--- src/rtl/mem_port_arbiter.sv ---
// Arbiter that shares one memory port between instruction fetch and data access.
// Define MEM_ARB_PERF_EN to add stall and conflict performance counters.
module mem_port_arbiter #(
    parameter int DATA_W  = 32,
    parameter int TIMEOUT = 15
) (
    input  logic              clk,
    input  logic              rst,
    input  logic              if_req,
    input  logic [DATA_W-1:0] if_addr,
    output logic [DATA_W-1:0] if_rdata,
    input  logic              dm_rd,
    input  logic              dm_wr,
    input  logic [DATA_W-1:0] dm_addr,
    input  logic [DATA_W-1:0] dm_wdata,
    output logic [DATA_W-1:0] dm_rdata,
    output logic              stall,
    output logic              mem_req,
    output logic              mem_we,
    output logic [DATA_W-1:0] mem_addr,
    output logic [DATA_W-1:0] mem_wdata,
    input  logic [DATA_W-1:0] mem_rdata,
    input  logic              mem_ack,
    output logic              err
`ifdef MEM_ARB_PERF_EN
    ,
    input  logic              perf_clr,
    output logic [31:0]       perf_stall_cyc,
    output logic [31:0]       perf_conflict_cyc
`endif
);

    localparam int CW = $clog2(TIMEOUT + 1);
    localparam logic [CW-1:0] TMAX = CW'(TIMEOUT);
    localparam logic [DATA_W-1:0] DEAD = DATA_W'(32'hDEADBEEF);

    typedef enum logic [1:0] {
        IDLE,
        IF_BUSY,
        DM_BUSY
    } state_e;

    state_e            state_q, state_d;
    logic              if_done_q, if_done_d;
    logic              dm_done_q, dm_done_d;
    logic              req_q, req_d;
    logic              we_q, we_d;
    logic [DATA_W-1:0] addr_q, addr_d;
    logic [DATA_W-1:0] wdata_q, wdata_d;
    logic [DATA_W-1:0] ifr_q, ifr_d;
    logic [DATA_W-1:0] dmr_q, dmr_d;
    logic              err_q, err_d;
    logic [CW-1:0]     cnt_q, cnt_d;
    logic [CW-1:0]     cnt_inc;
    logic              fin;
    logic [DATA_W-1:0] fin_val;
    logic              if_need;
    logic              dm_need;

    assign if_need = if_req & ~if_done_q;
    assign dm_need = (dm_rd | dm_wr) & ~dm_done_q;
    assign stall   = if_need | dm_need;
    assign cnt_inc = cnt_q + 1'b1;

    always_comb begin
        state_d   = state_q;
        if_done_d = if_done_q;
        dm_done_d = dm_done_q;
        req_d     = req_q;
        we_d      = we_q;
        addr_d    = addr_q;
        wdata_d   = wdata_q;
        ifr_d     = ifr_q;
        dmr_d     = dmr_q;
        err_d     = err_q;
        cnt_d     = cnt_q;
        fin       = 1'b0;
        fin_val   = mem_rdata;

        if (!stall) begin
            if_done_d = 1'b0;
            dm_done_d = 1'b0;
        end

        unique case (state_q)
            IDLE: begin
                if (dm_need) begin
                    state_d = DM_BUSY;
                    req_d   = 1'b1;
                    we_d    = dm_wr;
                    addr_d  = dm_addr;
                    wdata_d = dm_wdata;
                    cnt_d   = '0;
                end else if (if_need) begin
                    state_d = IF_BUSY;
                    req_d   = 1'b1;
                    we_d    = 1'b0;
                    addr_d  = if_addr;
                    cnt_d   = '0;
                end
            end
            IF_BUSY, DM_BUSY: begin
                if (mem_ack) begin
                    fin = 1'b1;
                end else if (cnt_inc == TMAX) begin
                    fin     = 1'b1;
                    fin_val = DEAD;
                    err_d   = 1'b1;
                end else begin
                    cnt_d = cnt_inc;
                end
            end
            default: state_d = IDLE;
        endcase

        // Completion (ack or timeout) always returns ownership to IDLE
        if (fin) begin
            state_d = IDLE;
            req_d   = 1'b0;
            we_d    = 1'b0;
            if (state_q == IF_BUSY) begin
                ifr_d     = fin_val;
                if_done_d = 1'b1;
            end else begin
                dmr_d     = fin_val;
                dm_done_d = 1'b1;
            end
        end
    end

    always_ff @(posedge clk or negedge rst) begin
        if (!rst) begin
            state_q   <= IDLE;
            if_done_q <= 1'b0;
            dm_done_q <= 1'b0;
            req_q     <= 1'b0;
            we_q      <= 1'b0;
            addr_q    <= '0;
            wdata_q   <= '0;
            ifr_q     <= '0;
            dmr_q     <= '0;
            err_q     <= 1'b0;
            cnt_q     <= '0;
        end else begin
            state_q   <= state_d;
            if_done_q <= if_done_d;
            dm_done_q <= dm_done_d;
            req_q     <= req_d;
            we_q      <= we_d;
            addr_q    <= addr_d;
            wdata_q   <= wdata_d;
            ifr_q     <= ifr_d;
            dmr_q     <= dmr_d;
            err_q     <= err_d;
            cnt_q     <= cnt_d;
        end
    end

    assign mem_req   = req_q;
    assign mem_we    = we_q;
    assign mem_addr  = addr_q;
    assign mem_wdata = wdata_q;
    assign if_rdata  = ifr_q;
    assign dm_rdata  = dmr_q;
    assign err       = err_q;

`ifdef MEM_ARB_PERF_EN
    logic [31:0] pstall_q;
    logic [31:0] pconf_q;

    always_ff @(posedge clk or negedge rst) begin
        if (!rst) begin
            pstall_q <= '0;
            pconf_q  <= '0;
        end else if (perf_clr) begin
            pstall_q <= '0;
            pconf_q  <= '0;
        end else begin
            if (stall && !(&pstall_q)) begin
                pstall_q <= pstall_q + 32'd1;
            end
            if (if_need && dm_need && !(&pconf_q)) begin
                pconf_q <= pconf_q + 32'd1;
            end
        end
    end

    assign perf_stall_cyc    = pstall_q;
    assign perf_conflict_cyc = pconf_q;
`endif

endmodule

--- config.mk ---
export PLATFORM = sky130hd
export DESIGN_NAME = mem_port_arbiter
export DESIGN_NICKNAME = d
export VERILOG_FILES = /design/src/rtl/mem_port_arbiter.sv
export SDC_FILE = /design/constraint.sdc
export NUM_CORES = 1
export LEC_CHECK = 0
export CAP_MARGIN = 30
export CORE_MARGIN = 2
export CORE_UTILIZATION = 37
export CTS_CLUSTER_DIAMETER = 200
export CTS_CLUSTER_SIZE = 24
export DETAILED_ROUTE_END_ITERATION = 7
export GPL_TIMING_DRIVEN = 0
export HOLD_SLACK_MARGIN = 0.02
export MAX_ROUTING_LAYER = met4
export PLACE_DENSITY = 0.87
export SETUP_SLACK_MARGIN = 0.4
export SLEW_MARGIN = 15
export SYNTH_ARGS = -nofsm -noshare
export SYNTH_HDL_FRONTEND = slang
export SYNTH_SLANG_ARGS = --single-unit
--- constraint.sdc ---
create_clock -name clk -period 1.72 [get_ports clk]
set_input_delay 0.516 -clock clk [delete_from_list [all_inputs] [get_ports clk]]
set_output_delay 0.516 -clock clk [all_outputs]
set_load 0.01 [all_outputs]
==> results.toml, run 1 <==
[clock_tree]
cts_tree = "done"
cts.clk_slew.worst_paths_ps = 60
clockBufferDepth = 2
cts.sinks = 139
hold_buffers = 0
h-tree-depth = 4
cts-root-buf = "clkbuf_16"
worstSkewPairLatency_ps = 420
cts_buffers = 17

[timing]
worst_slew_pin_slew_ps = 813
finalCritPeriodShare = 1.12
fin_ws_ps = -209
finalHoldViolations = 0
holdWs_ps = 127
fmax_ghz = 0.518
fin_crit_ps = 1930
relSlewSlack = 0.458
rsz0062_at_grt = "true"
drv_slew = 0
setup-tns-final_ps = -10130
finalSetupViolCount = 75
worst_clock_skew_ps = 5.56

[grt]
gr-total-overflow = 0
grt_pass1_wl_mm = 28.9
grt_pass1_vias = 5591
antenna_found_initial = 0
grt_max_degree = 86
grtUsageTotal = 0.236

[setup_path]
cp_max_fo = 6
rrSetupSlack_ps = -210
start_kind = "flip-flop"
arrival_ps = 2240
r2r-start = "cnt_q[0]"
r2r_end = "dm_rdata[11]"
crit_type = "reg -> reg"
reg2regPathDepth = 8
end_kind = "flip-flop"
required_ps = 2030

[placement]
pre_cts_slack_ps = -917
gp_congestion = 0.794
post_dp_cell_area_mm2 = 0.00891
port_buffers = 265
dp_hpwl_mm = 12.2

[drt]
route.detailed.wl_per_inst_um = 18.9
drtPass1Iterations = 4
ant_nets = 0
drtIter0Drc = 214
drc_errors = 0
via_per_inst = 5.04
routed_wirelength_mm = 20.2
vias = 5391

[synth]
yosysSeqAreaShare = 0.611
muxShareOfSynthArea = 0.120
synthXorXnorAreaFrac = 0
synth_compound_area_frac = 0.178
yosys.area_share.simple = 0.0510
synth_edf_count = 0
synth_ff_type = "dfrtp_1"
synth_adder_area_share = 0.00879
synth_async_sr_flop_share = 1.00
synthCells = 427
synth_top_cell_by_area = "dfrtp_1"
syn_nets = 565
yosys_warnings = 0
ys_ff_latch = 139
syn_area_mm2 = 0.00570
ys_top_cells_by_area = "dfrtp_1 61%, mux2_2 6.3%, mux2i_1 5.6%"
synth_top_family_by_area = "compound AO/OA/AOI/OAI gates"
syn_area_per_cell_um2 = 13.3
synth_cell_type_count = 46
synth_top_area_frac = 0.611

[finish]
antenna_cells = 0
finish.instance_area_mm2 = 0.0111
n_fill_cell = 941
drive_above_1_share = 0.550
nets = 1007
utilization = 0.735
seq_area_mm2 = 0.00348
multiInputGateArea_mm2 = 0.00257
syn_to_final_growth_pct = 95.5

[floorplanning]
dieArea_mm2 = 0.0164
ios = 266
dieHeight_um = 128
die_w_um = 128
rows = 45
start_util = 0.376
coreArea_mm2 = 0.0151

[power_and_ir_drop]
peakVddDrop_mv = 0.983
leakagePower_uw = 0.00520
power_density_mw_per_mm2 = 2050

[hold_path]
hp-class = "in -> async"

[run_status]
outcome = "finished, violations left"
violations = "negative setup slack"

[job]
cap_violations = 0
cell usage after synthesis (2+ instances only):
master,count
buf_6,4
ha_1,4
nand3_1,4
nor2_1,8
nand2_1,42
buf_2,12
o22a_2,12
o21ai_2,2
inv_1,8
mux2_2,32
o21ai_0,33
a21oi_4,2
a2bb2oi_2,2
a221o_1,2
a31oi_1,3
dfrtp_1,139
o22a_1,34
a21oi_1,4
a22o_1,16
mux2i_1,32
clkbuf_1,7
cells by family (layout without fill, tap and decap cells):
kind of cell	count (synthesis)	count (layout)
adders and majority gates	4	4
DFF	139	139
buffers and inverters	33	488
AOI/OAI and AO/OA	123	123
and+or+nand+nor	64	64
muxes	64	64
state kept, by name, summed over array words and instances (netlist names):
register,flops
dm_rdata,32
if_rdata,32
mem_addr,32
mem_wdata,32
cnt_q,4
state_q,2
if_done_q,1
mem_we,1
dm_done_q,1
err,1
mem_req,1
worst max path at each step:
stage          cells past startpoint  startpoint           end  slack [ps]
6_report                           8    cnt_q[0]  dm_rdata[11]        -210
3_5_place_dp                       6       dm_wr         stall        -920
2_1_floorplan                      7    cnt_q[0]  if_rdata[13]           2
3_3_place_gp                       1         rst      cnt_q[0]       -5520
4_1_cts                            5   dm_done_q         stall        -160
5_1_grt                            8    cnt_q[0]  dm_rdata[13]        -240
through the flow:
| step | total power, uW | cells |
|---|---|---|
| final | 22800 | 1070 |
| after global routing | 23900 | 1070 |
| after CTS | 20300 | 1010 |
| after detailed placement | 15100 | 881 |
| after global placement | 14700 | 880 |
| after floorplan | 10600 | 427 |
final cells by class:
type,count,share of cell area
clock inverter,14,0.0154
clock buffer,18,0.0385
buffer,25,0.0315
timing repair buffer,423,0.347
sequential,139,0.313
tap,188,0.0211
multi-input combinational,255,0.231
inverter,8,0.00326
metal layers:
layer / GRT usage / wire [um]
met5: - / 0
met4: 0.0879 / 481
met3: 0.0614 / 1210
met2: 0.405 / 10700
met1: 0.265 / 7850
worst max-delay path, stage by stage (launching register included):
cell and delay (ps):
dfrtp_2 440, inv_4 60, ha_4 150, and4b_2 270, o21ai_4 280, a21oi_4 100, buf_12 160, clkbuf_16 150
o22a_1 200
what timing repair did:
| item | CTS | global route |
|---|---|---|
| setup endpoints to repair | 271 | 271 |
| pin swaps | 33 | 38 |
| gates cloned | 12 | 3 |
| gates resized for setup | 621 | 121 |
| buffers inserted | 85 | 57 |
where the power goes:
group          leakage, uW  switching [uW]  internal, uW
clock network     0.000287            1460          2290
logic              0.00329            5290          7810
registers          0.00162            1050          4890
total              0.00520            7810         15000
cells in the final DEF (no fill, tap or decap), types with 3 or more instances in the layout:
| cell type | instances |
|---|---|
| a22o_1 | 16 |
| buf_12 | 13 |
| buf_16 | 7 |
| buf_2 | 91 |
| buf_4 | 112 |
| buf_6 | 74 |
| buf_8 | 9 |
| bufinv_16 | 3 |
| clkbuf_16 | 23 |
| clkdlybuf4s50_1 | 129 |
| clkinv_2 | 3 |
| clkinv_4 | 3 |
| clkinvlp_4 | 4 |
| dfrtp_1 | 137 |
| dlygate4sd2_1 | 3 |
| ha_4 | 4 |
| inv_1 | 4 |
| mux2_4 | 32 |
| mux2i_1 | 27 |
| mux2i_2 | 4 |
| nand2_1 | 11 |
| nand2_2 | 18 |
| nand2_4 | 11 |
| nand3_1 | 4 |
| nor2_1 | 6 |
| o21ai_1 | 10 |
| o21ai_2 | 22 |
| o21ai_4 | 4 |
| o22a_1 | 34 |
| o22a_2 | 12 |
No activity file was read; power rests on OpenSTA's default activity.
==> run 2, diff against run 1 <==
--- a/config.mk
+++ b/config.mk
@@ -8,6 +8,7 @@
 export CAP_MARGIN = 30
 export CORE_MARGIN = 2
 export CORE_UTILIZATION = 37
+export CTS_BUF_LIST = sky130_fd_sc_hd__clkbuf_16
 export CTS_CLUSTER_DIAMETER = 200
 export CTS_CLUSTER_SIZE = 24
 export DETAILED_ROUTE_END_ITERATION = 7
==> constraint.sdc (replaced) <==
create_clock -name clk -period 1.72 [get_ports clk]
set_input_delay 0.516 -clock clk [delete_from_list [all_inputs] [get_ports clk]]
set_output_delay 0.516 -clock clk [all_outputs]
set_load 0.005 [all_outputs]
==> results.toml, run 2 (synthesis gave the netlist of run 1 again) <==
[power_and_ir_drop]
p_total_uw = 20400
power_density_mw_per_mm2 = 1960
p_sw_frac = 0.333
peakVddDrop_mv = 0.804
power_frac_seq = 0.285
p_clk_frac = 0.190
switchingPower_uw = 6800
leakagePower_uw = 0.00492
p_int_uw = 13600
p_comb_frac = 0.525

[floorplanning]
ios = 266
dieArea_mm2 = 0.0164
dieHeight_um = 128
die_w_um = 128
coreArea_mm2 = 0.0151
start_util = 0.376
rows = 45

[clock_tree]
worstSkewPairLatency_ps = 420
clockBufferDepth = 2
cts.sinks = 139
cts-root-buf = "clkbuf_16"
cts_buffers = 17
cts_tree = "done"
h-tree-depth = 4
cts.clk_slew.worst_paths_ps = 60

[finish]
syn_to_final_growth_pct = 82.4
utilization = 0.686
layout_commonest_cell = "dfrtp_1"
nets = 984
drive_above_1_share = 0.516
final_cell_mix = "137 x dfrtp_1, 133 x buf_2, 129 x clkdlybuf4s50_1"

[placement]
pre_cts_slack_ps = -892
gp_congestion = 0.840
dp_hpwl_mm = 12.3
port_buffers = 265

[timing]
rsz0062_at_grt = "true"
finalSetupViolCount = 72
holdWs_ps = 106
finalCritPeriodShare = 1.08
fmax_ghz = 0.538
setup-tns-final_ps = -6540
drv_slew = 0
fin_crit_ps = 1860
relSlewSlack = 0.570
worst_clock_skew_ps = 8.38
fin_ws_ps = -137
finalHoldViolations = 0
worst_slew_pin_slew_ps = 646

[drt]
vias = 5401
ant_nets = 0
drc_errors = 0
routed_wirelength_mm = 20.2
via_per_inst = 5.15
drtPass1Iterations = 4
route.detailed.wl_per_inst_um = 19.3
drtIter0Drc = 243

[grt]
grt_max_degree = 74
grt_pass1_wl_mm = 28.3
grtUsageTotal = 0.231
antenna_found_initial = 1
gr-total-overflow = 0
grt_pass1_vias = 5467

[setup_path]
cpPeakStageDelay_ps = 380
r2r_end = "if_rdata[31]"
path_common_cell = "buf_6"
arrival_ps = 1340
start_kind = "flip-flop"
crit_type = "reg -> out"
path_buf_inv = 3
required_ps = 1200
r2r-start = "cnt_q[0]"
cp_max_fo = 2
slowest_stage = "dfrtp_1"
critical_path.top_delay_family = "flip-flops"
reg2regPathDepth = 7
rrSetupSlack_ps = -130
crit_path_cell_trace = "o21bai_4 -> buf_6 -> buf_12 -> nand2_4 -> buf_6"
end_kind = "primary output"

[job]
cap_violations = 0

[run_status]
outcome = "finished, violations left"
violations = "negative setup slack"

[hold_path]
hp-class = "in -> async"
## run 2: cell types whose count changed in the layout (fill, tap and decap cells not counted), sizes merged
cell / delta
bufinv: +1
inv: +3
clkinv: -1
buf: -24
clkinvlp: -2
diode: +1
## run 2: layer usage
metal	wire [um]	GRT usage
met4	637	0.0866
met1	7760	0.251
met5	0	-
met3	1190	0.0547
met2	10600	0.411
## run 2: final cells by class
class                           instances  area (um2)
Multi-Input combinational cell        255        2500
Tap cell                              188         235
Inverter                                8        33.8
Sequential cell                       139        3480
Antenna cell                            1        2.50
Fill cell                            1042        4760
Buffer                                 25         319
Clock inverter                         15         194
Timing Repair Buffer                  400        3200
Clock buffer                           17         425
## run 2: what timing repair did
action,CTS,global route
buffers inserted,76,47
hold buffers,0,0
pin swaps,17,8
resized for setup,590,52
setup endpoints to repair,271,271
cloned,7,4
## run 2: worst max path at each step
stage	start	to	slack, ps	cells after the start
after detailed placement	dm_wr	stall	-890	6
after global placement	rst	cnt_q[1]	-5430	1
after floorplan	cnt_q[0]	if_rdata[13]	2	7
after CTS	dm_done_q	stall	-120	5
final	dm_done_q	stall	-140	5
after global routing	dm_done_q	stall	-180	5
## run 2: power by group through the flow
stage          Clock, uW  Sequential [uW]  Combinational, uW
2_1_floorplan          0             5900               4070
3_3_place_gp           0             5790               8310
3_5_place_dp           0             5890               8550
4_1_cts             3930             5750               9140
5_1_grt             4070             5960              11400
6_report            3880             5820              10700
## run 2: metrics by stage
| stage | instance area, um2 | instances |
|---|---|---|
| after floorplan | 5990 | 427 |
| after global placement | 8870 | 880 |
| after detailed placement | 8900 | 881 |
| after CTS | 9780 | 996 |
| after global routing | 10400 | 1048 |
| final | 10400 | 1048 |
## run 2: worst register-to-register path: stages, from the launching register on
cell	delay, ps
dfrtp_2	420
inv_2	80
ha_4	180
and4b_2	250
o21ai_4	270
a21oi_4	160
buf_4	180
o22a_2	220
